`src/rtl/dco_tdc_sample_gen.sv`:
```
// dco_tdc_sample_gen: behavioural DCO + TDC front end.
// Maps the loop filter's DCO control word to an oscillator period, advances the
// DCO phase by one reference period per accepted ref_tick, and then serially
// builds the 64-tap thermometer sample word the TDC encoder consumes.
//
// Handshake: ref_tick is a one-cycle request. It is accepted only while the
// block is idle (busy low); a ref_tick seen while busy is dropped and latches
// the sticky overrun flag. samples_valid is a one-cycle strobe that marks the
// cycle in which samples carries a new word. There is no back-pressure.
module dco_tdc_sample_gen #(
  parameter logic [15:0] NOMINAL_PQ4 = 16'd800,
  parameter int          KDCO_SHIFT  = 6,
  parameter logic [15:0] PMIN_Q4     = 16'd64,
  parameter logic [15:0] PMAX_Q4     = 16'd4000,
  parameter logic [19:0] REF_Q4      = 20'd25608
) (
  input  logic        clk,
  input  logic        rst,
  input  logic        ref_tick,
  input  logic [15:0] dlf_out,
  input  logic        inv_dir,
  output logic [63:0] samples,
  output logic        samples_valid,
  output logic        busy,
  output logic        overrun,
  output logic [15:0] period_q4
);

  typedef enum logic [1:0] {
    IDLE   = 2'd0,
    REDUCE = 2'd1,
    WALK   = 2'd2
  } state_t;

  state_t      state;
  logic [15:0] phase;
  logic [23:0] acc;
  logic [15:0] pos;
  logic [5:0]  tap_idx;
  logic [63:0] shift;

  // Period map signals
  logic signed [16:0] diff;
  logic signed [16:0] off;
  logic signed [17:0] p_raw;
  logic [15:0]        p_clamped;

  // Walk datapath signals
  logic [15:0] half;
  logic [15:0] walk_p;
  logic [16:0] walk_nxt;
  logic [3:0]  walk_bits;
  logic [15:0] walk_pos_next;
  logic [63:0] assembled;
  logic [63:0] reversed;

  assign busy = (state != IDLE);

  // Control word -> clamped DCO period in q4 taps (higher code = faster DCO)
  always_comb begin
    diff  = $signed({1'b0, dlf_out}) - 17'sh08000;
    off   = diff >>> KDCO_SHIFT;
    p_raw = $signed({2'b00, NOMINAL_PQ4}) - $signed({off[16], off});
    if (p_raw < $signed({2'b00, PMIN_Q4})) begin
      p_clamped = PMIN_Q4;
    end else if (p_raw > $signed({2'b00, PMAX_Q4})) begin
      p_clamped = PMAX_Q4;
    end else begin
      p_clamped = p_raw[15:0];
    end
  end

  // Four chained taps per cycle; pos stays in [0, period) with one subtraction
  // because a 16-q4 tap step is always smaller than the minimum period
  always_comb begin
    half          = period_q4 >> 1;
    walk_p        = pos;
    walk_nxt      = 17'd0;
    walk_bits     = 4'd0;
    for (int k = 0; k < 4; k++) begin
      walk_bits[k] = (walk_p < half);
      walk_nxt     = {1'b0, walk_p} + 17'd16;
      if (walk_nxt >= {1'b0, period_q4}) begin
        walk_nxt = walk_nxt - {1'b0, period_q4};
      end
      walk_p = walk_nxt[15:0];
    end
    walk_pos_next = walk_p;
  end

  // Final word as it will look once the last four taps land, plus its mirror
  always_comb begin
    assembled = {walk_bits, shift[59:0]};
    reversed  = 64'd0;
    for (int i = 0; i < 64; i++) begin
      reversed[i] = assembled[63-i];
    end
  end

  // Main FSM: accept tick, reduce phase modulo period, then walk 64 taps
  always_ff @(posedge clk) begin
    if (rst) begin
      state         <= IDLE;
      phase         <= 16'd0;
      acc           <= 24'd0;
      pos           <= 16'd0;
      tap_idx       <= 6'd0;
      shift         <= 64'd0;
      samples       <= 64'd0;
      samples_valid <= 1'b0;
      overrun       <= 1'b0;
      period_q4     <= NOMINAL_PQ4;
    end else begin
      samples_valid <= 1'b0;
      if (ref_tick && (state != IDLE)) begin
        overrun <= 1'b1;
      end
      case (state)
        IDLE: begin
          if (ref_tick) begin
            period_q4 <= p_clamped;
            acc       <= {8'd0, phase} + {4'd0, REF_Q4};
            state     <= REDUCE;
          end
        end
        REDUCE: begin
          if (acc >= {8'd0, period_q4}) begin
            acc <= acc - {8'd0, period_q4};
          end else begin
            phase   <= acc[15:0];
            pos     <= acc[15:0];
            tap_idx <= 6'd0;
            state   <= WALK;
          end
        end
        WALK: begin
          shift[tap_idx +: 4] <= walk_bits;
          pos                 <= walk_pos_next;
          tap_idx             <= tap_idx + 6'd4;
          if (tap_idx == 6'd60) begin
            samples       <= inv_dir ? reversed : assembled;
            samples_valid <= 1'b1;
            state         <= IDLE;
          end
        end
        default: state <= IDLE;
      endcase
    end
  end

endmodule

```
`config.mk`:
```
export PLATFORM = sky130hd
export DESIGN_NAME = dco_tdc_sample_gen
export DESIGN_NICKNAME = d
export VERILOG_FILES = /design/src/rtl/dco_tdc_sample_gen.sv
export SDC_FILE = /design/constraint.sdc
export NUM_CORES = 1
export LEC_CHECK = 0
export ABC_AREA = 0
export CORE_MARGIN = 2
export CORE_UTILIZATION = 55
export DETAILED_ROUTE_END_ITERATION = 6
export PLACE_DENSITY = 0.78
export REMOVE_ABC_BUFFERS = 1
export SLEW_MARGIN = 5
export SYNTH_ARGS = -nofsm -noshare
export SYNTH_HDL_FRONTEND = slang
export SYNTH_SLANG_ARGS = --single-unit
```
`constraint.sdc`:
```
create_clock -name clk -period 12.9 [get_ports clk]
set_clock_uncertainty 0.2 [all_clocks]
set_input_delay 2.58 -clock clk [delete_from_list [all_inputs] [get_ports clk]]
set_output_delay 2.58 -clock clk [all_outputs]
set_load 0.005 [all_outputs]
```
==> results.tsv <==
stage	metric	value	unit
run_status	status	completed	
floorplanning	Core Footprint	26730	um^2
final_layout	register area	3984	um^2
routing	DR iter-0 viols	999	
global_route	met2 Track Usage GR	47.06	%
timing	final hold vios	0	
routing	total wire length after detailed routing	40.21	mm
worst_hold_path	hold path startpoint	phase[2]	
floorplanning	IO Pins	103	
setup_path	Worst EP required	13030	ps
routing	Post-route DRC	0	
routing	First-pass DRT Iterations	5	
cts	CTS tree	yes	
setup_path	crit path capture type	flop	
logic_synthesis	async set or reset register ratio after synthesis	0	%
worst_hold_path	Hold WC Path Type	reg2reg	
logic_synthesis	sequential share of the synthesized area	26.78	%
global_route	GRT Total Usage	27.92	%
setup_path	R2R cell count	61	
cts	H-Tree Depth	4	
final_layout	fill cell count	2266	
logic_synthesis	top_reg_cell synth	dfxtp_1	
cts	CTS clk-pin slew, worst paths	80	ps
global_route	initial antenna violation count	0	
cts	Worst-Skew Late Latency	440	ps
worst_hold_path	Hold Path Cell Cnt	2	
floorplanning	die width	168.5	um
cts	maximum buffer depth of the clock tree	2	
global_route	vias in the first global route	13330	
setup_path	CP most frequent cell	buf_4	
logic_synthesis	cells after synthesis	1849	
timing	worst-margin pin slew	1230	ps
floorplanning	Die Y	168.5	um
routing	ANT nets after route	0	
setup_path	Crit. Startpoint	pos[6]	
final_layout	area grow syn2layout	15.01	%
logic_synthesis	Avg Cell Area, Syn	8.045	um^2
logic_synthesis	Post-synth EDFFs	0	
routing	vias post-DR	13990	
cts	hold buffers post-CTS	0	
logic_synthesis	Cell Area, Synth	14880	um^2
final_layout	fin area	17110	um^2
timing	FMAX	0.08304	GHz
logic_synthesis	Synth area leaders	dfxtp_1, ha_1, mux2i_1	
timing	Tcrit/Tclk final	93.36	%
logic_synthesis	synthesized flop and latch total	199	
floorplanning	Starting Density	55.66	%
timing	final setup violation count	0	
logic_synthesis	Synth top area share	26.78	%
setup_path	Setup Crit Path Kind	reg2reg	
floorplanning	die area	28380	um^2
setup_path	crit path DAT	12180	ps
cts	Num Clock Sinks	199	
final_layout	fin nets	2066	
routing	Vias per Instance	6.095	
cts	clk root buf	clkbuf_16	
setup_path	crit-path max FO	11	
timing	Max Slew Vio Count	0	
setup_path	RR Startpoint	pos[6]	
flow_run	max cap viols	0	
routing	routed length per instance	17.51	um
place	Port Buf Inserts	91	
logic_synthesis	Yosys top cell by area	dfxtp_1	
final_layout	share of layout cells above drive strength 1	10.75	%
setup_path	startpoint types	flop	
setup_path	slowest stage delay, CP	580	ps
timing	slew margin rel.	17.99	%
final_layout	multi-input logic area	10280	um^2
place	gp weighted congestion	0.9060	
global_route	largest net degree at the start of global routing	129	
global_route	met3 usage	3.577	%
timing	post-layout minimum cycle time	12040	ps
floorplanning	cell row count	60	
global_route	global-route wire length before repair	65.55	mm
global_route	met1 usage	37.59	%
setup_path	slowest CP cell	dfxtp_1	
logic_synthesis	Distinct cells, synth	100	
global_route	total congestion overflow	0	
cts	cts bufs inserted	17	
global_route	GRT busiest layer	met2	
place	dpl hpwl	29.48	mm
logic_synthesis	Yosys Warn Count	0	
place	Placed Area	16400	um^2
==> layer usage <==
layer / vias to the layer above / part of all wire, %
met5: - / 0
met4: 0 / 1.9
met3: 57 / 5.6
met2: 429 / 47
met1: 6650 / 46
li1: 6858 / -
==> state kept, by name, indices dropped and copies added, names as in the netlist <==
register / count
acc: 24
overrun: 1
period_q4: 11
phase: 16
pos: 16
samples: 64
samples_valid: 1
shift: 60
state: 2
tap_idx: 4
==> path summary, 6_finish.rpt <==
kind	to	slack [ps]
max	pos[0]	860
min	phase[2]	260
max reg2reg	pos[0]	860
min reg2reg	phase[2]	260
==> cells in the mapped netlist, types with 5 or more instances <==
master and count:
ha_1 100, nand4_1 31, mux2i_1 122, buf_4 11, buf_2 12, o21ai_1 13
nand2_1 170, buf_1 9, a21oi_1 123, and2_1 14, nor3_1 49, o211ai_1 18
a221oi_2 9, dfxtp_1 199, fa_1 5, nand3_1 42, clkbuf_1 71, xor2_1 40
o21a_1 12, and3_1 10, o21ai_0 69, a211o_1 8, nand2b_1 23, nor2_1 224
xnor2_1 67, o31ai_1 10, a211oi_1 81, nand3b_1 6, inv_1 67, or2_2 7
nor4_1 12, a21boi_0 12, mux2_2 12, o31a_1 5, nor2b_1 16, or3_1 15
a31oi_1 11, a21o_1 27
==> cell type report <==
class                   count  share of cell area (%)
flip-flops and latches    199                   23.29
repair buffers            176                   9.046
clock inverters            13                   1.031
diodes                      1                 0.01463
clock buffers              19                   2.589
multi-input cells        1480                   60.07
well taps                 341                   2.494
inverters                  67                   1.470
==> per-stage QoR <==
step | std cells | worst slack [ps] | hold slack (ps) | setup TNS [ps] | util (%)
after global placement | 2261 | 633.7 | 245.6 | 0 | 61.36
after global routing | 2295 | -9.273 | 295.0 | -9.273 | 64.01
after detailed placement | 2261 | 418.2 | 259.1 | 0 | 61.36
after floorplan | 1746 | -92.07 | 230.4 | -121.1 | -
after CTS | 2293 | 264.0 | 270.4 | 0 | 63.68
final | 2296 | 857.2 | 263.5 | 0 | 64.02
==> cells by family after synthesis <==
| family | after synthesis | synth area share (%) |
|---|---|---|
| buffers and inverters | 174 | 4.971 |
| AND/OR/NAND/NOR | 656 | 21.20 |
| XOR/XNOR | 112 | 6.964 |
| flip-flops | 199 | 26.78 |
| other | 1 | 0.02521 |
| AO/OA/AOI/OAI | 464 | 21.46 |
| adder cells (fa/ha/maj) | 105 | 9.084 |
| multiplexers | 138 | 9.521 |
==> timing repair <==
action	4_1_cts	5_1_grt
gates resized for setup	0	20
setup endpoints to repair	0	16
buffers inserted	0	2
==> critical path: cells and delay by family (launching register included) <==
kind / cells / cell delay, ps
compound gates: 13 / 2280
xor+xnor: 4 / 640
fa+ha+maj: 7 / 2060
buf+inv: 11 / 1550
flops: 1 / 580
mux: 1 / 360
simple gates: 25 / 4260
==> layout by cell type (no fill, tap or decap), types with 6 or more instances in the layout <==
cell               n
mux2_2            12
a221oi_2           9
nand3_1           42
nand2b_1          23
xor2_1            38
nor2_1           222
dfxtp_1          199
o21a_1            11
nor2b_1           15
a211oi_1          81
o31ai_1           10
or3_1             15
a211o_1            8
clkdlybuf4s50_1   89
nand3b_1           6
inv_1             67
and2_1            14
clkbuf_16         17
a21o_1            27
a21boi_0          10
buf_4             86
o211ai_1          18
mux2i_1          121
a21oi_1          121
nor3_1            48
xnor2_1           66
and3_1            10
nand4_1           31
nor4_1            12
o21ai_0           65
nand2_1          169
a31oi_1           10
o21ai_1           16
ha_1              98
or2_2              7
Power is left out: the tool's default activity adds up to more than one toggle a clock period on the data nets, which glitch-free logic cannot reach.
